**src/rtl/serial_max_frame_ctrl_if.sv**
```systemverilog
// Handshake bundle for serial_max_frame_ctrl: frame start, sample stream and result.
// The argmax signal exists only when SERIAL_MAX_FRAME_CTRL_ARGMAX_EN is defined.
interface serial_max_frame_ctrl_if #(
    parameter int WIDTH = 4,
    parameter int IDX_W = 3
);
    logic                    start;
    logic                    busy;
    logic                    in_valid;
    logic                    in_ready;
    logic signed [WIDTH-1:0] in;
    logic                    out_valid;
    logic                    out_ready;
    logic signed [WIDTH-1:0] max;
`ifdef SERIAL_MAX_FRAME_CTRL_ARGMAX_EN
    logic        [IDX_W-1:0] argmax;
`endif

    // Producer/consumer side of the controller
    modport master (
        output start, in_valid, in, out_ready,
        input  busy, in_ready, out_valid, max
`ifdef SERIAL_MAX_FRAME_CTRL_ARGMAX_EN
        , input argmax
`endif
    );

    // Controller side
    modport slave (
        input  start, in_valid, in, out_ready,
        output busy, in_ready, out_valid, max
`ifdef SERIAL_MAX_FRAME_CTRL_ARGMAX_EN
        , output argmax
`endif
    );
endinterface

```
**src/rtl/serial_max_frame_ctrl.sv**
```systemverilog
// Serial frame maximum finder: accepts FRAME_LEN signed samples, reports max (and argmax
// when SERIAL_MAX_FRAME_CTRL_ARGMAX_EN is defined), holds the result until taken.
module serial_max_frame_ctrl #(
    parameter int WIDTH     = 4,
    parameter int FRAME_LEN = 8,
    parameter int IDX_W     = $clog2(FRAME_LEN)
) (
    input  logic                  clk,
    input  logic                  rst,
    serial_max_frame_ctrl_if.slave bus
);
    typedef enum logic [1:0] {IDLE, ACCUM, DONE} state_t;

    localparam logic signed [WIDTH-1:0] MIN_VAL  = {1'b1, {(WIDTH-1){1'b0}}};
    localparam logic        [IDX_W-1:0] LAST_IDX = IDX_W'(FRAME_LEN - 1);

    state_t                  state_reg;
    logic        [IDX_W-1:0] count_reg;
    logic signed [WIDTH-1:0] max_reg;
`ifdef SERIAL_MAX_FRAME_CTRL_ARGMAX_EN
    logic        [IDX_W-1:0] argmax_reg;
`endif

    logic take_sample;
    logic new_max;

    assign take_sample = bus.in_valid && (state_reg == ACCUM);
    // The first sample of a frame always loads, so the reset value of max never wins
    assign new_max     = (count_reg == '0) || (bus.in > max_reg);

    always_ff @(posedge clk) begin
        if (rst) begin
            state_reg  <= IDLE;
            count_reg  <= '0;
            max_reg    <= MIN_VAL;
`ifdef SERIAL_MAX_FRAME_CTRL_ARGMAX_EN
            argmax_reg <= '0;
`endif
        end else begin
            case (state_reg)
                IDLE: begin
                    if (bus.start) begin
                        state_reg  <= ACCUM;
                        count_reg  <= '0;
                        max_reg    <= MIN_VAL;
`ifdef SERIAL_MAX_FRAME_CTRL_ARGMAX_EN
                        argmax_reg <= '0;
`endif
                    end
                end
                ACCUM: begin
                    if (take_sample) begin
                        if (new_max) begin
                            max_reg    <= bus.in;
`ifdef SERIAL_MAX_FRAME_CTRL_ARGMAX_EN
                            argmax_reg <= count_reg;
`endif
                        end
                        // Counter parks at the last index instead of wrapping
                        if (count_reg == LAST_IDX) begin
                            state_reg <= DONE;
                        end else begin
                            count_reg <= count_reg + 1'b1;
                        end
                    end
                end
                DONE: begin
                    if (bus.out_ready) begin
                        if (bus.start) begin
                            state_reg  <= ACCUM;
                            count_reg  <= '0;
                            max_reg    <= MIN_VAL;
`ifdef SERIAL_MAX_FRAME_CTRL_ARGMAX_EN
                            argmax_reg <= '0;
`endif
                        end else begin
                            state_reg <= IDLE;
                        end
                    end
                end
                default: begin
                    state_reg <= IDLE;
                end
            endcase
        end
    end

    assign bus.busy      = (state_reg != IDLE);
    assign bus.in_ready  = (state_reg == ACCUM);
    assign bus.out_valid = (state_reg == DONE);
    assign bus.max       = max_reg;
`ifdef SERIAL_MAX_FRAME_CTRL_ARGMAX_EN
    assign bus.argmax    = argmax_reg;
`endif
endmodule

```
**src/flat_wrapper.sv**
```systemverilog
// flat-port wrapper written by rule: the top's interface ports become plain ports
module serial_max_frame_ctrl_flat 
#(
    parameter int WIDTH     = 4,
    parameter int FRAME_LEN = 8,
    parameter int IDX_W     = $clog2(FRAME_LEN)
)
  (clk, rst, bus_start, bus_in_valid, bus_in, bus_out_ready, bus_busy, bus_in_ready, bus_out_valid, bus_max);
  serial_max_frame_ctrl_if #(.WIDTH(WIDTH), .IDX_W(IDX_W)) bus_i ();
  input  logic clk;
  input  logic rst;
  input wire logic [$bits(bus_i.start)-1:0] bus_start;
  input wire logic [$bits(bus_i.in_valid)-1:0] bus_in_valid;
  input wire logic [$bits(bus_i.in)-1:0] bus_in;
  input wire logic [$bits(bus_i.out_ready)-1:0] bus_out_ready;
  output wire logic [$bits(bus_i.busy)-1:0] bus_busy;
  output wire logic [$bits(bus_i.in_ready)-1:0] bus_in_ready;
  output wire logic [$bits(bus_i.out_valid)-1:0] bus_out_valid;
  output wire logic [$bits(bus_i.max)-1:0] bus_max;
  assign bus_i.start = bus_start;
  assign bus_i.in_valid = bus_in_valid;
  assign bus_i.in = bus_in;
  assign bus_i.out_ready = bus_out_ready;
  assign bus_busy = bus_i.busy;
  assign bus_in_ready = bus_i.in_ready;
  assign bus_out_valid = bus_i.out_valid;
  assign bus_max = bus_i.max;
  serial_max_frame_ctrl #(.WIDTH(WIDTH), .FRAME_LEN(FRAME_LEN), .IDX_W(IDX_W)) u_core (.clk(clk), .rst(rst), .bus(bus_i));
endmodule
```
**config.mk**
```make
export PLATFORM = sky130hd
export DESIGN_NAME = serial_max_frame_ctrl_flat
export DESIGN_NICKNAME = d
export VERILOG_FILES = /design/src/rtl/serial_max_frame_ctrl_if.sv /design/src/rtl/serial_max_frame_ctrl.sv /design/src/flat_wrapper.sv
export SDC_FILE = /design/constraint.sdc
export NUM_CORES = 1
export LEC_CHECK = 0
export ABC_CLOCK_PERIOD_IN_PS = 4000
export CORE_UTILIZATION = 45
export DETAILED_ROUTE_END_ITERATION = 8
export PLACE_DENSITY = 0.75
export SLEW_MARGIN = 20
export SYNTH_ARGS = -nofsm -noshare
export SYNTH_HDL_FRONTEND = slang
export SYNTH_SLANG_ARGS = --single-unit
```
**constraint.sdc**
```tcl
create_clock -name clk -period 4 [get_ports clk]
set_input_delay 0.8 -clock clk [delete_from_list [all_inputs] [get_ports clk]]
set_output_delay 0.8 -clock clk [all_outputs]
set_load 0.02 [all_outputs]
```
# After elaboration in Yosys (flattened, before gate mapping)
# Index checks and enable logic that the tools add are counted.
# Widths: inputs -> output; s select.
# word_totals
reg_bits	9
# op_classes
add_sub_neg	1
order_cmp	1
n_eq_ne	9
muxes	16
reduce_logical	9
# op_table
cell	count
$mux 4	4
$mux 3	4
$pmux 4 s3	1
$reduce_and 4->1	3
$pmux 3 s3	1
$mux 2	4
$ne 2x1->1 const B	3
$ne 2x2->1 const B	3
$pmux 2 s3	1
$gt 4x4->1	1
$add 3x1->3 const B	1
$eq 3x3->1 const B	1
$logic_not 3->1	1
$reduce_bool 3->1	1
$eq 2x1->1 const B	1
$eq 2x2->1 const B	1
$logic_not 2->1	1
$reduce_bool 2->1	1
$logic_and 1x1->1	1
$logic_or 1x1->1	1
$mux 1	1

# Logic depth before layout (Yosys ltp)
# Gate-level depths: netlist of run 1.
# depth
depth_word	5
mapped_depth	6
ltp_nobuf	6

# Worst setup path after synthesis of run 1
# No wires, ideal clock.
# synth_path
path_kind	input port to flip-flop
from	input bus_in[3]
to	register u_core.max_reg[0], in the netlist u_core.bus.max[0]
setup_time_ns	0.072
arrival_time_ns	1.905
required_ns	3.928
setup_slack_ns	2.023
stages	5
n_path_buf	0
cell_sequence	ha_1 -> nand4_1 -> o21ai_0 -> a221oi_4 -> mux2i_1
# synth_via
elab_chain_len	4
# synth_rtl
item	line_no	source
start, declared	flat_wrapper.sv:14	input wire logic [$bits(bus_i.in)-1:0] bus_in;
$gt 4x4->1	serial_max_frame_ctrl.sv:29	assign new_max = (count_reg == '0) || (bus.in > max_reg);
$logic_or 1x1->1	serial_max_frame_ctrl.sv:29	
$ne 2x1->1 (no line)	n/a	
$reduce_and 4->1 (no line)	n/a	
end signal, assigned	serial_max_frame_ctrl.sv:54	max_reg <= bus.in;
end, declared	serial_max_frame_ctrl.sv:19	logic signed [WIDTH-1:0] max_reg;
# Every way passes these cells.
# A chain may end at the register's enable or synchronous reset.

# Worst setup path in the final report of run 1
# layout_path
from	register u_core.state_reg[0]
to	output bus_in_ready
# layout_via
elab_chain_len	1
# layout_rtl
item	line_no	source
start, declared	serial_max_frame_ctrl.sv:17	state_t state_reg;
start signal, assigned	serial_max_frame_ctrl.sv:33	state_reg <= IDLE;
start signal, assigned	serial_max_frame_ctrl.sv:43	state_reg <= ACCUM;
start signal, assigned	serial_max_frame_ctrl.sv:61	state_reg <= DONE;
$eq 2x1->1	serial_max_frame_ctrl.sv:89	assign bus.in_ready = (state_reg == ACCUM);
end, declared	flat_wrapper.sv:17	output wire logic [$bits(bus_i.in_ready)-1:0] bus_in_ready;
# Every way passes these cells.

==> impl_results.md, run 1 <==
- Fin nets: 104
- Worst setup EP type: output pin
- Maximum clock rate: 414 MHz
- Avg WL per Cell: 12.2 um
- Max_cap viols: 0
- Synth cell types: 25
- Multi-input gate area: 407 um2
- DP HPWL: 1.02 mm
- Post-synthesis sequential area ratio: 0.290
- Worst path bufs/invs: 2
- Largest net degree at the start of global routing: 14
- Vias in the first global route: 470
- ANT cells: 0
- GPL Wtd Cong: 0.676
- Mapped Avg Cell Area: 8.99 um2
- Initial Util: 0.483
- Worst hold margin: 0.493 ns
- Max_slew headroom: 0.714
- Commonest non-fill, non-tap cell in the layout: clkdlybuf4s50_1
- Num CTS Buffers: 3
- Clock-pin slew on the worst setup and hold paths: 0.06 ns
- Tightest Pin Transition: 0.427 ns
- Final setup viols: 0
- Sequential Area: 180 um2
- Clock Skew: 0.00243 ns
- Via density: 5.13
- Pwr dens: 273 mW/mm2
- Seq cells post-synth: 9
- Clk sink count: 9
- WP data arrival: 1.62 ns
- Cell family with most CP delay: buffers and inverters
- Worst Path Required: 3.20 ns
- Layout cell share with drive strength beyond 1: 0.126
- Initial DRC count: 11
- Largest register FFs: 4
- H-tree depth: 1
- Antenna violations before repair: 0
- Setup tns final: 0 ns
- Via count: 523
- Part of the cycle the worst path needs: 0.604
- Mapped Cells: 69
- Worst-path cell chain: nand2b_4, inv_1, clkdlybuf4s50_1
- CTS tree: built
- Post-route ant nets: 0
- Most frequent cells in the layout: clkdlybuf4s50_1, dfxtp_1, inv_1
- CP startpoint kind: flop
- Final min period: 2.42 ns
- # fillers: 120
- IO Pins: 16
- First-pass GRT wire length: 1.90 mm
- GRT Total Usage: 0.189
- Hold Buf Count CTS: 0
- Setup bufs post-CTS: 0
- Max Root-Sink Buffers: 2
- WS Path Type: reg -> out
- Critical-path top delay cell: clkdlybuf4s50_1
- LEAKAGE: 0.329 nW
- Overflow after GRT: 0
- DIE HEIGHT: 39.1 um
- I/O Buffers: 15
- DIE AREA: 0.00153 mm2
- Clk Latency, worst-skew pair: 0.26 ns
- P&R area growth vs syn: 30.8%
- Clock Tree Root: clkbuf_4
- Drt pass-1 iters: 4
- Crit-path max FO: 7
- Final hold vios: 0
- Core area: 0.00128 mm2
- Warning count from the yosys run: 0
- # rows: 13
- Mapped Nets: 85
- DRC violations left: 0
- Final WL: 1.24 mm
- Worst path max stage delay: 0.61 ns
- Die W: 39.1 um
- Peak supply drop: 0.162 mV
- Outcome: completed
- Gates resized, CTS repair: 0
- Worst hold path class: reg -> reg
- Post-Syn Area: 621 um2
- Slew Viols, Final: 0
- Unrepaired setup endpoints after global routing: no
where the power goes:
part           total (mW)  internal [mW]  switching [mW]  leakage, nW
Clock              0.0695         0.0384          0.0311       0.0150
Sequential         0.0971         0.0930         0.00403       0.0732
Combinational      0.0550         0.0278          0.0272        0.241
Total               0.222          0.159          0.0624        0.329
cell usage after synthesis:
cell,count,area share
nor2b_1,4,0.040
and2_1,1,0.010
or2_2,1,0.010
a22oi_2,1,0.020
nand4_1,1,0.010
dfxtp_1,9,0.29
nor3b_1,1,0.012
o21ai_0,4,0.032
nand3b_1,2,0.024
or3_2,1,0.012
nor3_1,3,0.024
nor4_4,1,0.034
mux2i_1,4,0.065
a221oi_4,1,0.042
nand2b_4,1,0.022
ha_1,7,0.14
nand2b_1,5,0.050
inv_1,8,0.048
and2b_2,1,0.014
nor2_1,6,0.036
nand2_1,2,0.012
a31oi_1,1,0.010
o22a_2,1,0.016
clkbuf_1,1,0.0060
a21oi_1,2,0.016
metrics by stage:
stage	utilization	std cells	power [mW]	cell area (um2)	setup WS, ns
after floorplan	-	69	0.133	621	2.02
after global placement	0.611	98	0.153	786	1.49
after detailed placement	0.611	98	0.154	786	1.47
after CTS	0.632	102	0.226	812	1.57
after global routing	0.632	102	0.236	812	1.48
final	0.632	102	0.222	812	1.58
routing by layer:
layer | global-route usage | vias up | part of all wire
li1 | - | 275 | -
met1 | 0.236 | 238 | 0.50
met2 | 0.300 | 6 | 0.47
met3 | 0.0347 | 4 | 0.016
met4 | 0.103 | 0 | 0.016
met5 | 0 | - | 0
worst register-to-register path, stage by stage (launching register included):
cell and delay (ns):
dfxtp_1 0.36, inv_1 0.06, ha_1 0.32, nand4_1 0.10, o21ai_0 0.15, a221oi_4 0.43, mux2i_1 0.23
path summary, 6_finish.rpt:
kind	startpoint	endpoint	slack, ns	depth (start not counted)
setup / recovery	u_core.state_reg[0]	bus_in_ready	1.58	3
setup reg to reg	u_core.bus.max[3]	u_core.bus.max[1]	2.29	6
hold reg to reg	u_core.bus.max[2]	u_core.bus.max[2]	0.49	2
hold / removal	u_core.bus.max[2]	u_core.bus.max[2]	0.49	2
area by class of cell:
| class | count | area share |
|---|---|---|
| Multi-Input combinational cell | 51 | 0.501 |
| Sequential cell | 9 | 0.222 |
| Timing Repair Buffer | 15 | 0.185 |
| Inverter | 8 | 0.0370 |
| Clock buffer | 4 | 0.0324 |
| Tap cell | 15 | 0.0231 |
cell families (layout without fill, tap and decap cells):
logic type	after synthesis	count (layout)	synth area share
simple gates	30	30	0.313
compound gates	10	10	0.137
flops	9	9	0.290
buf+inv	9	27	0.0544
fa+ha+maj	7	7	0.141
mux	4	4	0.0645
No activity file was read; power rests on OpenSTA's default activity.
==> run 2: changes to the inputs <==
--- a/config.mk
+++ b/config.mk
@@ -5,7 +5,7 @@
 export SDC_FILE = /design/constraint.sdc
 export NUM_CORES = 1
 export LEC_CHECK = 0
-export ABC_CLOCK_PERIOD_IN_PS = 4000
+export ABC_CLOCK_PERIOD_IN_PS = 2480
 export CORE_UTILIZATION = 45
 export DETAILED_ROUTE_END_ITERATION = 8
 export PLACE_DENSITY = 0.75
==> constraint.sdc (replaced) <==
create_clock -name clk -period 2.48 [get_ports clk]
set_input_delay 0.496 -clock clk [delete_from_list [all_inputs] [get_ports clk]]
set_output_delay 0.496 -clock clk [all_outputs]
set_load 0.02 [all_outputs]
==> results of run 2 <==
Same layout as run 1 (identical final DEF). Status: completed.
Among the figures that moved: setup slack after placement 1.47 ns -> 0.255 ns; setup slack after layout 1.58 ns -> 0.366 ns; register-to-register setup slack 2.29 ns -> 0.77 ns; total power 0.222 mW -> 0.357 mW; worst IR drop on VDD 0.162 mV -> 0.261 mV
==> run 3: changes to the inputs <==
--- a/config.mk
+++ b/config.mk
@@ -6,9 +6,9 @@
 export NUM_CORES = 1
 export LEC_CHECK = 0
 export ABC_CLOCK_PERIOD_IN_PS = 2480
-export CORE_UTILIZATION = 45
+export CORE_UTILIZATION = 40
 export DETAILED_ROUTE_END_ITERATION = 8
-export PLACE_DENSITY = 0.75
+export PLACE_DENSITY = 0.68
 export SLEW_MARGIN = 20
 export SYNTH_ARGS = -nofsm -noshare
 export SYNTH_HDL_FRONTEND = slang
==> constraint.sdc (replaced) <==
create_clock -name clk -period 2.48 [get_ports clk]
set_input_delay 0.496 -clock clk [delete_from_list [all_inputs] [get_ports clk]]
set_output_delay 0.496 -clock clk [all_outputs]
set_load 0.01 [all_outputs]
==> impl_results.md, run 3 (synthesized netlist as in run 1, its figures left out) <==
- DRC violations left: 0 (unchanged)
- Outcome: completed
- Final hold vios: 0 (unchanged)
- ANT cells: 0 (unchanged)
- Overflow after GRT: 0 (unchanged)
- Max_cap viols: 0 (unchanged)
- Avg WL per Cell: 11.1 um (-8.8%)
- P&R area growth vs syn: 32.1%
- GPL Wtd Cong: 0.690 (+2.1%)
- Clock power share: 0.327 (+0.013)
- Flop pwr share: 0.435 (-0.003)
- DP HPWL: 928 um (-9.0%)
- CP startpoint kind: flop
- Cell family with most CP delay: buffers and inverters
- WP data arrival: 1.55 ns (-0.07 ns)
- Most frequent cells in the layout: clkdlybuf4s50_1, dfxtp_1, inv_1
- Internal Power: 0.258 mW
- Setup bufs post-CTS: 0 (unchanged)
- Unrepaired setup endpoints after global routing: no
- Tightest Pin Transition: 0.345 ns (-0.0819 ns)
- Final min period: 2.05 ns
- Max Root-Sink Buffers: 2 (unchanged)
- WS Path Type: reg -> out
- Post-route ant nets: 0 (unchanged)
- Sw Share: 0.281
- DIE HEIGHT: 41.4 um (+5.8%)
- Setup tns final: 0 ns (unchanged)
- Maximum clock rate: 489 MHz
- IO Pins: 16 (unchanged)
- I/O Buffers: 15 (unchanged)
- DIE AREA: 0.00171 mm2 (+12%)
- Initial Util: 0.454 (-0.0287)
- Num CTS Buffers: 3 (unchanged)
- # rows: 13 (unchanged)
- Clock Tree Root: clkbuf_4
- Worst hold path class: reg -> reg
- Worst-path cell chain: nand2b_4, inv_1, clkdlybuf4s50_1
- Die W: 41.4 um (+5.8%)
- CTS tree: built
- Worst path bufs/invs: 2 (unchanged)
- Combinational group share of total power: 0.238 (-0.010)
- Largest register FFs: 4 (unchanged)
- Max_slew headroom: 0.768 (+0.0531)
- H-tree depth: 1 (unchanged)
- LEAKAGE: 0.334 nW (+1.5%)
- Worst path max stage delay: 0.55 ns (-0.06 ns)
- Fin nets: 105 (+0.96%)
- Initial DRC count: 8 (-3)
- Pwr dens: 438 mW/mm2
- Via count: 523 (unchanged)
- Critical-path top delay cell: clkdlybuf4s50_1
- Part of the cycle the worst path needs: 0.825
- Via density: 5.08 (-0.97%)
- Clk Latency, worst-skew pair: 0.26 ns (about the same)
- Drt pass-1 iters: 3 (-1)
- Worst setup EP type: output pin
- Worst Path Required: 1.98 ns
- Peak supply drop: 0.251 mV
- Hold Buf Count CTS: 0 (unchanged)
- Design Power: 0.359 mW
- Layout cell share with drive strength beyond 1: 0.136 (+0.00993)
- Crit-path max FO: 7 (unchanged)
- Psw: 0.101 mW
- Slew Viols, Final: 0 (unchanged)
- Antenna violations before repair: 0 (unchanged)
- Final WL: 1.14 mm (-7.9%)
- GRT Total Usage: 0.157 (-0.0319)
- Commonest non-fill, non-tap cell in the layout: clkdlybuf4s50_1
- Clk sink count: 9 (unchanged)
- Final setup viols: 0 (unchanged)
- Vias in the first global route: 453 (-3.6%)
- Clock Skew: 0.00103 ns (-0.00140 ns)
- Core area: 0.00137 mm2 (+6.3%)
- Largest net degree at the start of global routing: 14 (unchanged)
- Gates resized, CTS repair: 0 (unchanged)
- Clock-pin slew on the worst setup and hold paths: 0.06 ns (about the same)
- First-pass GRT wire length: 1.73 mm (-9.1%)
-- run 3: path summary, 6_finish.rpt --
| check | from | to | slack, ns | cells after the start |
|---|---|---|---|---|
| worst max register to register | u_core.bus.max[3] | u_core.bus.max[1] | 0.76 | 6 |
| worst min-delay path | u_core.bus.max[1] | u_core.bus.max[1] | 0.49 | 2 |
| worst max-delay path | u_core.state_reg[0] | bus_in_ready | 0.43 | 3 |
| worst min register to register | u_core.bus.max[1] | u_core.bus.max[1] | 0.49 | 2 |
-- run 3: metal layers --
| metal | part of all wire | track usage |
|---|---|---|
| met1 | 0.46 | 0.186 |
| met2 | 0.47 | 0.270 |
| met3 | 0.050 | 0.0479 |
| met4 | 0.017 | 0.0484 |
| met5 | 0 | 0 |
-- run 3: cell type report --
class	instances	area, um2
sequential	9	180
multi-input combinational	51	407
tap	15	18.8
inverter	8	30.0
fill	120	547
timing repair buffer	16	158
clock buffer	4	26.3
-- run 3: power groups by stage --
stage / registers (mW) / clock network, mW / logic [mW]
CTS: 0.156 / 0.121 / 0.0859
finish: 0.156 / 0.117 / 0.0853
global placement: 0.159 / 0 / 0.0856
global route: 0.157 / 0.126 / 0.0936
floorplan: 0.160 / 0 / 0.0506
detailed placement: 0.159 / 0 / 0.0856
-- run 3: per-stage QoR --
step	utilization	hold WS, ns	cell area, um2	std cells	worst slack [ns]
2_1_floorplan	-	0.470	621	69	0.807
3_3_place_gp	0.581	0.490	793	99	0.261
3_5_place_dp	0.581	0.487	793	99	0.251
4_1_cts	0.600	0.496	820	103	0.418
5_1_grt	0.600	0.520	820	103	0.343
6_report	0.600	0.494	820	103	0.434
-- run 3: worst reg2reg max path, cell delays in order (launching register included) --
cell and delay (ns):
dfxtp_1 0.36, inv_1 0.06, ha_1 0.32, nand4_1 0.11, o21ai_0 0.14, a221oi_4 0.44, mux2i_1 0.22
